===== src/rtl/cam_stream_gen.sv =====
// cam_stream_gen: synthetic OV7670-style camera source for bring-up and simulation.
// Produces a vsync/href/d parallel stream (YUV422, byte order Y0 U Y1 V) on pclk
// with programmable frame/blanking geometry and four selectable test patterns.
//
// Ports:
//   pclk           in   pixel clock, all logic on the rising edge
//   reset          in   synchronous, active-high
//   enable_i       in   run request, only acted on at frame boundaries
//   pattern_sel_i  in   0 h-ramp, 1 checkerboard, 2 solid, 3 v-ramp
//   solid_y_i      in   luma for the solid pattern
//   vsync_o        out  frame sync, high for the first VSYNC_LINES lines
//   href_o         out  line valid; d_o is only meaningful while high
//   d_o            out  pixel byte (0 whenever href_o is low)
//   frame_done_o   out  one-cycle pulse on the final cycle of each frame
//   frame_count_o  out  completed frames, wraps 255 -> 0
module cam_stream_gen #(
  parameter int H_ACTIVE    = 320,
  parameter int V_ACTIVE    = 240,
  parameter int H_BLANK     = 144,
  parameter int VSYNC_LINES = 3,
  parameter int V_BACK      = 17,
  parameter int V_FRONT     = 10
) (
  input  logic       pclk,
  input  logic       reset,
  input  logic       enable_i,
  input  logic [1:0] pattern_sel_i,
  input  logic [7:0] solid_y_i,
  output logic       vsync_o,
  output logic       href_o,
  output logic [7:0] d_o,
  output logic       frame_done_o,
  output logic [7:0] frame_count_o
);

  localparam int LINE_LEN    = 2 * H_ACTIVE + H_BLANK;
  localparam int FRAME_LINES = VSYNC_LINES + V_BACK + V_ACTIVE + V_FRONT;
  // One extra count of headroom so every boundary constant fits the counter width.
  localparam int HW = $clog2(LINE_LEN + 1);
  localparam int VW = $clog2(FRAME_LINES + 1);

  localparam logic [HW-1:0] H_LAST    = HW'(LINE_LEN - 1);
  localparam logic [HW-1:0] H_ACT_END = HW'(2 * H_ACTIVE);
  localparam logic [VW-1:0] V_LAST    = VW'(FRAME_LINES - 1);
  localparam logic [VW-1:0] VS_END    = VW'(VSYNC_LINES);
  localparam logic [VW-1:0] AV_START  = VW'(VSYNC_LINES + V_BACK);
  localparam logic [VW-1:0] AV_END    = VW'(VSYNC_LINES + V_BACK + V_ACTIVE);

  typedef enum logic {IDLE, RUN} state_t;

  state_t          state_q, state_d;
  logic [HW-1:0]   hcnt_q, hcnt_d;
  logic [VW-1:0]   vcnt_q, vcnt_d;
  logic [1:0]      pat_q;
  logic [7:0]      solid_q;
  logic            vsync_q, vsync_d;
  logic            href_q, href_d;
  logic [7:0]      d_q, d_d;
  logic            fdone_q, fdone_d;
  logic [7:0]      fcnt_q, fcnt_d;
  logic            run_d, av_d, start_d;
  logic [7:0]      x_d, y_d;

  function automatic logic [7:0] luma(input logic [1:0] sel, input logic [7:0] sy,
                                      input logic [7:0] x, input logic [7:0] y);
    logic [7:0] v;
    case (sel)
      2'd0:    v = x;
      2'd1:    v = (x[4] ^ y[4]) ? 8'hFF : 8'h00;
      2'd2:    v = sy;
      default: v = y;
    endcase
    return v;
  endfunction

  // Next position: raster counters and FSM
  always_comb begin
    state_d = state_q;
    hcnt_d  = hcnt_q;
    vcnt_d  = vcnt_q;
    case (state_q)
      IDLE: begin
        hcnt_d = '0;
        vcnt_d = '0;
        if (enable_i) state_d = RUN;
      end
      default: begin
        if (hcnt_q == H_LAST) begin
          hcnt_d = '0;
          if (vcnt_q == V_LAST) begin
            vcnt_d = '0;
            // A frame always completes; enable only decides whether another follows.
            if (!enable_i) state_d = IDLE;
          end else begin
            vcnt_d = vcnt_q + VW'(1);
          end
        end else begin
          hcnt_d = hcnt_q + HW'(1);
        end
      end
    endcase
  end

  // Outputs are computed from the next position so the registered values line up
  // with the counters during the cycle they describe.
  always_comb begin
    run_d   = (state_d == RUN);
    start_d = run_d && (hcnt_d == '0) && (vcnt_d == '0);
    vsync_d = run_d && (vcnt_d < VS_END);
    av_d    = run_d && (vcnt_d >= AV_START) && (vcnt_d < AV_END);
    href_d  = av_d && (hcnt_d < H_ACT_END);
    x_d     = 8'(hcnt_d >> 1);
    y_d     = 8'(vcnt_d - AV_START);
    d_d     = 8'h00;
    if (href_d) d_d = hcnt_d[0] ? 8'h80 : luma(pat_q, solid_q, x_d, y_d);
    fdone_d = run_d && (hcnt_d == H_LAST) && (vcnt_d == V_LAST);
    fcnt_d  = fdone_d ? fcnt_q + 8'd1 : fcnt_q;
  end

  // Registered control and output stage
  always_ff @(posedge pclk) begin
    if (reset) begin
      state_q <= IDLE;
      hcnt_q  <= '0;
      vcnt_q  <= '0;
      vsync_q <= 1'b0;
      href_q  <= 1'b0;
      d_q     <= 8'h00;
      fdone_q <= 1'b0;
      fcnt_q  <= 8'h00;
    end else begin
      state_q <= state_d;
      hcnt_q  <= hcnt_d;
      vcnt_q  <= vcnt_d;
      vsync_q <= vsync_d;
      href_q  <= href_d;
      d_q     <= d_d;
      fdone_q <= fdone_d;
      fcnt_q  <= fcnt_d;
    end
  end

  // Pattern settings are frozen for a whole frame; the first active byte is
  // several lines after (0,0), so the freshly latched values are always in place.
  always_ff @(posedge pclk) begin
    if (start_d) begin
      pat_q   <= pattern_sel_i;
      solid_q <= solid_y_i;
    end
  end

  assign vsync_o       = vsync_q;
  assign href_o        = href_q;
  assign d_o           = d_q;
  assign frame_done_o  = fdone_q;
  assign frame_count_o = fcnt_q;

endmodule


===== config.mk =====
export PLATFORM = sky130hd
export DESIGN_NAME = cam_stream_gen
export DESIGN_NICKNAME = d
export VERILOG_FILES = /design/src/rtl/cam_stream_gen.sv
export SDC_FILE = /design/constraint.sdc
export NUM_CORES = 1
export LEC_CHECK = 0
export BUFFER_PORTS_ARGS = -buffer_cell sky130_fd_sc_hd__buf_2
export CAP_MARGIN = 20
export CORE_MARGIN = 3
export CORE_UTILIZATION = 35
export CTS_BUF_LIST = sky130_fd_sc_hd__clkbuf_8
export CTS_CLUSTER_DIAMETER = 40
export DETAILED_ROUTE_END_ITERATION = 8
export PLACE_DENSITY = 0.5
export SLEW_MARGIN = 30
export SYNTH_ARGS = -nofsm -noshare
export SYNTH_HDL_FRONTEND = slang
export SYNTH_SLANG_ARGS = --single-unit

===== constraint.sdc =====
create_clock -name pclk -period 4.37 [get_ports pclk]
set_input_delay 0.2185 -clock pclk [delete_from_list [all_inputs] [get_ports pclk]]
set_output_delay 0.2185 -clock pclk [all_outputs]
set_load 0.01 [all_outputs]

Word level (Yosys, flattened, before mapping). Cells that the tools add are included.

Bits in registers: 49. Input bits: 13. Output and inout bits: 19. Word-level logic and storage cells: 52.

Add/subtract/negate cells: 4. Order comparisons: 4. Equality and inequality tests: 6. Mux-type cells: 12. Bitwise operators: 2. Reduce and logical (&&, ||, !) cells: 13.

Operator list (number): $mux W9 (3); $pmux W8 S3 (1); $eq A10 B10 Y1 const B (2); $mux W10 (2); $eq A9 B9 Y1 const B (2); $mux W8 (2); $add A10 B1 Y10 const B (1); $logic_not A10 Y1 (1); $lt A10 B10 Y1 const B (1); $add A9 B1 Y9 const B (1); $ge A9 B5 Y1 const B (1); $logic_not A9 Y1 (1); $lt A9 B2 Y1 const B (1); $lt A9 B9 Y1 const B (1); $add A8 B1 Y8 const B (1); $logic_and A1 B1 Y1 (8); $sub A8 B5 Y8 const B (1); $mux W1 (4); $reduce_or A3 Y1 (1); $eq A2 B1 Y1 const B (1); $eq A2 B2 Y1 const B (1); $logic_not A2 Y1 (1); $reduce_or A2 Y1 (1); $not A1 Y1 (1); $xor A1 B1 Y1 (1).

Longest topological paths before layout.
Word-level depth: 10. Depth in mapped cells: 16. Gate-level depth less buffers: 16.

Least setup slack after synthesis. OpenSTA, ideal clock, no wires.

Path type: register to register. Start: register hcnt_q[4]. End: register pat_q[0] (enable). Library setup time: 0.404 ns. Arrival time: 3.430 ns. Required time: 3.966 ns. Path slack: 0.536 ns. Stages on the path, launching flop included: 13. Path buffers: 3. Clock period less this slack: 3.834 ns. Cells stage by stage: dfxtp_1 buf_6 or3_4 or3_4 clkbuf_8 clkbuf_1 a21oi_1 nor2b_1 o21ai_0 ha_1 o2111a_1 nand3_1 nor4_1.

Cells in the longest elaborated chain, start to end: 6. Elaborated cells on any way between the ends: 12. Classes of those cells: add/sub (1); eq/ne (1); mux (6); reduce/logical (4).

RTL lines: start: declaration (line 52) `logic [HW-1:0] hcnt_q, hcnt_d;`; start signal: assignment (line 133) `hcnt_q <= hcnt_d;`; $add A10 B1 Y10 / $eq A10 B10 Y1 (equally long branches) (line 98, 88); $mux W10 (line 88) `if (hcnt_q == H_LAST) begin`; $mux W10 (line 81) `case (state_q)`; $logic_not A10 Y1 (line 108) `start_d = run_d && (hcnt_d == '0) && (vcnt_d == '0);`; $logic_and A1 B1 Y1 (line 108); $logic_and A1 B1 Y1 * (line 108); net start_d (line 61) `logic run_d, av_d, start_d;`; end signal: assignment (line 147) `pat_q <= pattern_sel_i;`; end: declaration (line 54) `logic [1:0] pat_q;`.

Mark *: on every way through the listed nets, which the timed path passes. The rest lies on a longest branch. A chain may end at the register's enable or synchronous reset.

Worst setup path in the final report.
Start: register hcnt_q[0]. End: register fcnt_q[7], in the netlist frame_count_o[7].

Cells in the longest elaborated chain, start to end: 6. Elaborated cells on any way between the ends: 12. Classes of those cells: add/sub (1); eq/ne (3); mux (6); reduce/logical (2).

RTL lines: $add A10 B1 Y10 / $eq A10 B10 Y1 (equally long branches) (line 98, 88); $mux W10 (line 88); $mux W10 (line 81); $eq A10 B10 Y1 (line 116) `fdone_d = run_d && (hcnt_d == H_LAST) && (vcnt_d == V_LAST);`; $logic_and A1 B1 Y1 (line 116); $logic_and A1 B1 Y1 * (line 116); end signal: assignment (line 139) `fcnt_q <= fcnt_d;`; end: declaration (line 60) `logic [7:0] fcnt_q, fcnt_d;`.

Every way passes the cells marked *; elsewhere a longest branch is shown, timed or not.

==> flow_summary_export.csv <==
group,metric,value,unit
critical_path,r2r_cells,9,
yosys,synthAdderAreaFrac,2.80,%
power_and_ir_drop,switchingPower,0.188,mW
yosys,ys_top_cells_by_area,"dfxtp_1 29%, edfxtp_1 11%, nor2_1 5.9%",
yosys,synth.area.mux_share,3.68,%
yosys,synth-compound-area-share,14.9,%
placed_design,dpl.hpwl,4720,um
cts,clk_pin_slew_worst_paths,0.09,ns
timing,tns,0,ns
cts,clockRootBuffer,"clkbuf_8",
power_and_ir_drop,p_comb_share,6.4,%
yosys,synth_top_family_by_area,"simple AND/OR/NAND/NOR gates",
yosys,syn_area,2680,um2
yosys,synth_edf_count,10,
placed_design,place_congestion,0.775,
critical_path,critical_path.top_delay_family,"simple AND/OR/NAND/NOR gates",
die,start_util,36.6,%
route,route.detailed.drc,0,
global_routing,grt_pass1_wl,10500,um
hold_path,hold_start,"solid_y_i[1]",
timing,worst_pin_slew,0.647,ns
critical_path,end_kind,"flop",
yosys,async_flop_share,0,%
yosys,syn_nets,327,
finish,final_area,3000,um2
route,vias,2284,
timing,drv_slew,0,
yosys,yosysUniqueCellTypes,61,
yosys,synthXorXnorAreaFrac,3.59,%
run,drv_cap,0,
route,dr.pass1.iters,5,
critical_path,critical_path.slowest_cell,"or4_1",
yosys,synth.avg_cell_area,8.71,um2
critical_path,startpoint,"hcnt_q[0]",
yosys,synth_top_area_share,29.1,%
global_routing,grt_overflow,0,
timing,clock.fmax,264,MHz
hold_path,min_to,"solid_q[1]",
critical_path,start_kind,"flop",
die,core-area,7330,um2
power_and_ir_drop,power_frac_seq,61.1,%
global_routing,grt_usage,15.1,%
cts,cts_htree_levels,2,
timing,hold_viol,0,
cts,tritoncts,"yes",
global_routing,antenna_found_initial,0,
critical_path,critPathBufInv,0,
finish,area_growth,11.8,%
route,vias_per_cell,5.23,
cts,cts.sinks,49,
critical_path,max_stage_delay,0.53,ns
power_and_ir_drop,finalPower,0.791,mW
timing,finalCriticalPeriod,3.79,ns
global_routing,grt_pass1_vias,2192,
cts,ctsResizeCount,0,
die,rows,31,
power_and_ir_drop,p_clk_share,32.5,%
die,die-area,8750,um2
finish,layout-drive-gt1-share,18.6,%
yosys,synth-simple-area-share,30.5,%
yosys,synth_seq_cells,49,
power_and_ir_drop,power.density,264,nW/um2
yosys,synth_cells,308,
finish,n_antenna_cell,0,
power_and_ir_drop,swShare,23.8,%
critical_path,r2r_slack,0.58,ns
yosys,synth_flop_cell,"dfxtp_1",
finish,final_nets,356,
power_and_ir_drop,irDropWorstVdd,0.128,mV
die,die_h,93.6,um
placed_design,io_buffers,31,
yosys,ys_seq_area_share,40.3,%
timing,fin_skew,0.00416,ns
placed_design,dpl_cell_area,2920,um2
cts,cts-hold-fix-buffers,0,
route,dr.first_iter.drc_count,141,
timing,setup_viol,0,
route,wirelength,6400,um
critical_path,cp.arrival,3.98,ns
critical_path,critPathKind,"reg2reg",
critical_path,worstReg2RegStart,"hcnt_q[0]",
critical_path,cp_max_fo,21,
cts,cts_setup_buffers,0,
hold_path,hold_path_class,"in2reg",
power_and_ir_drop,p_leak,1.19,nW
yosys,synth_area_leader_cell,"dfxtp_1",
cts,insertion_delay,0.30,ns
timing,relSlewSlack,56.9,%
critical_path,required,4.56,ns
critical_path,r2r-end,"frame_count_o[7]",
status,status,"complete, no violations",
hold_path,hold_path_depth,1,
die,die_w,93.6,um
route,wl_per_cell,14.6,um
timing,fin_crit_sh,86.7,%
finish,stdcell_count,437,
critical_path,crit_chain,"ha_1, nand3_1, or3_4, or4_1, a31o_1, and4bb_1, nor4b_4, nand4_1, mux2_1",
power_and_ir_drop,power.internal,0.603,mW
global_routing,grt_max_degree,36,
cts,cts_buffers,5,
timing,rsz0062_at_grt,"false",
yosys,yosysWarnings,0,
route,ant_nets,0,
cts,cts_max_path_buffers,2,
die,ios,32,
placed_design,dp_cells,429,
==> cell usage after synthesis, types with 2 or more instances <==
cell type,n
a211oi_1,3
a21oi_1,13
a22o_1,2
a31o_2,2
a31oi_1,5
a32o_1,2
and2_1,5
and3_1,5
buf_1,2
clkbuf_1,9
clkbuf_8,2
dfxtp_1,39
edfxtp_1,10
ha_1,6
inv_1,5
mux2_1,5
mux2_2,2
mux2i_1,2
nand2_1,25
nand2b_1,4
nand3_1,17
nand4_1,7
nand4b_1,2
nor2_1,42
nor2b_1,7
nor3_1,12
nor3b_1,2
nor4_1,4
nor4b_1,2
o211ai_1,2
o21ai_0,14
o221ai_1,2
o22ai_1,3
o41ai_1,3
or2_2,4
or3_4,2
or4_1,2
xnor2_1,5
xor2_1,6
==> layout by cell type (no fill, tap or decap), drive strengths merged, types with 6 or more instances in the layout <==
cell type	Yosys	final
nand3	17	17
nor2b	7	7
inv	5	6
nand4	7	7
a21oi	13	13
dfxtp	39	39
xor2	6	6
o21ai	15	15
nand2	25	25
nor2	42	42
nor3	12	12
buf	4	37
mux2	7	7
ha	6	6
edfxtp	10	10
and3	6	6
and2	6	6
==> per-stage QoR <==
step           utilization [%]  worst slack (ns)  hold slack (ns)
2_1_floorplan                -             0.536            0.317
6_report                  40.9             0.582           0.0869
3_3_place_gp              39.8             0.730            0.394
3_5_place_dp              39.8             0.603            0.397
4_1_cts                   40.9             0.586           0.0806
5_1_grt                   40.9             0.331           0.0735
==> layer usage <==
layer  vias up  GRT usage (%)  routed length, um
met2        44           23.8               2990
met4         0           6.50                 87
li1       1172              -                  -
met3         7           2.82                241
met1      1061           20.1               3080
met5         -              0                  0
==> power by group through the flow <==
stage / clock network, mW / registers, mW / logic [mW]
6_report: 0.257 / 0.484 / 0.0509
5_1_grt: 0.287 / 0.485 / 0.0575
4_1_cts: 0.269 / 0.484 / 0.0514
3_5_place_dp: 0 / 0.494 / 0.0512
3_3_place_gp: 0 / 0.494 / 0.0514
2_1_floorplan: 0 / 0.486 / 0.0413
==> worst reg2reg max path, cell delays in order (launching register included) <==
cell	delay [ns]
dfxtp_1	0.50
ha_1	0.28
nand3_1	0.17
or3_4	0.52
or4_1	0.54
a31o_1	0.27
and4bb_1	0.36
nor4b_4	0.52
nand4_1	0.18
mux2_1	0.34
==> worst max-delay path by stage <==
stage / endpoint / slack (ns) / cells after the start
final: frame_count_o[7] / 0.58 / 9
after global routing: frame_count_o[7] / 0.33 / 9
after CTS: frame_count_o[7] / 0.59 / 9
after detailed placement: frame_count_o[7] / 0.60 / 9
after global placement: frame_count_o[5] / 0.73 / 9
after floorplan: pat_q[0] / 0.54 / 12
==> kinds of logic (layout without fill, tap and decap cells) <==
| group | after synthesis | in the layout |
|---|---|---|
| and+or+nand+nor | 153 | 153 |
| AOI/OAI and AO/OA | 60 | 60 |
| DFF | 49 | 49 |
| buffers and inverters | 20 | 50 |
| xor gates and xnor gates | 11 | 11 |
| muxes | 9 | 9 |
| adders and majority gates | 6 | 6 |
==> area by class of cell <==
type                    count  area, um2
inverters                   5       18.8
well taps                  99        124
clock inverters             3       13.8
multi-input cells         239       1500
repair buffers             37        200
flip-flops and latches     49       1080
clock buffers               5       68.8
fillers                   748       4330
==> registers in the layout, summed over array words and instances, names as in the netlist, 2 cells and up <==
register       cells
vcnt_q             9
solid_q            8
hcnt_q            10
frame_count_o      8
d_o                8
pat_q              2
(Power assumes the default switching activity.)
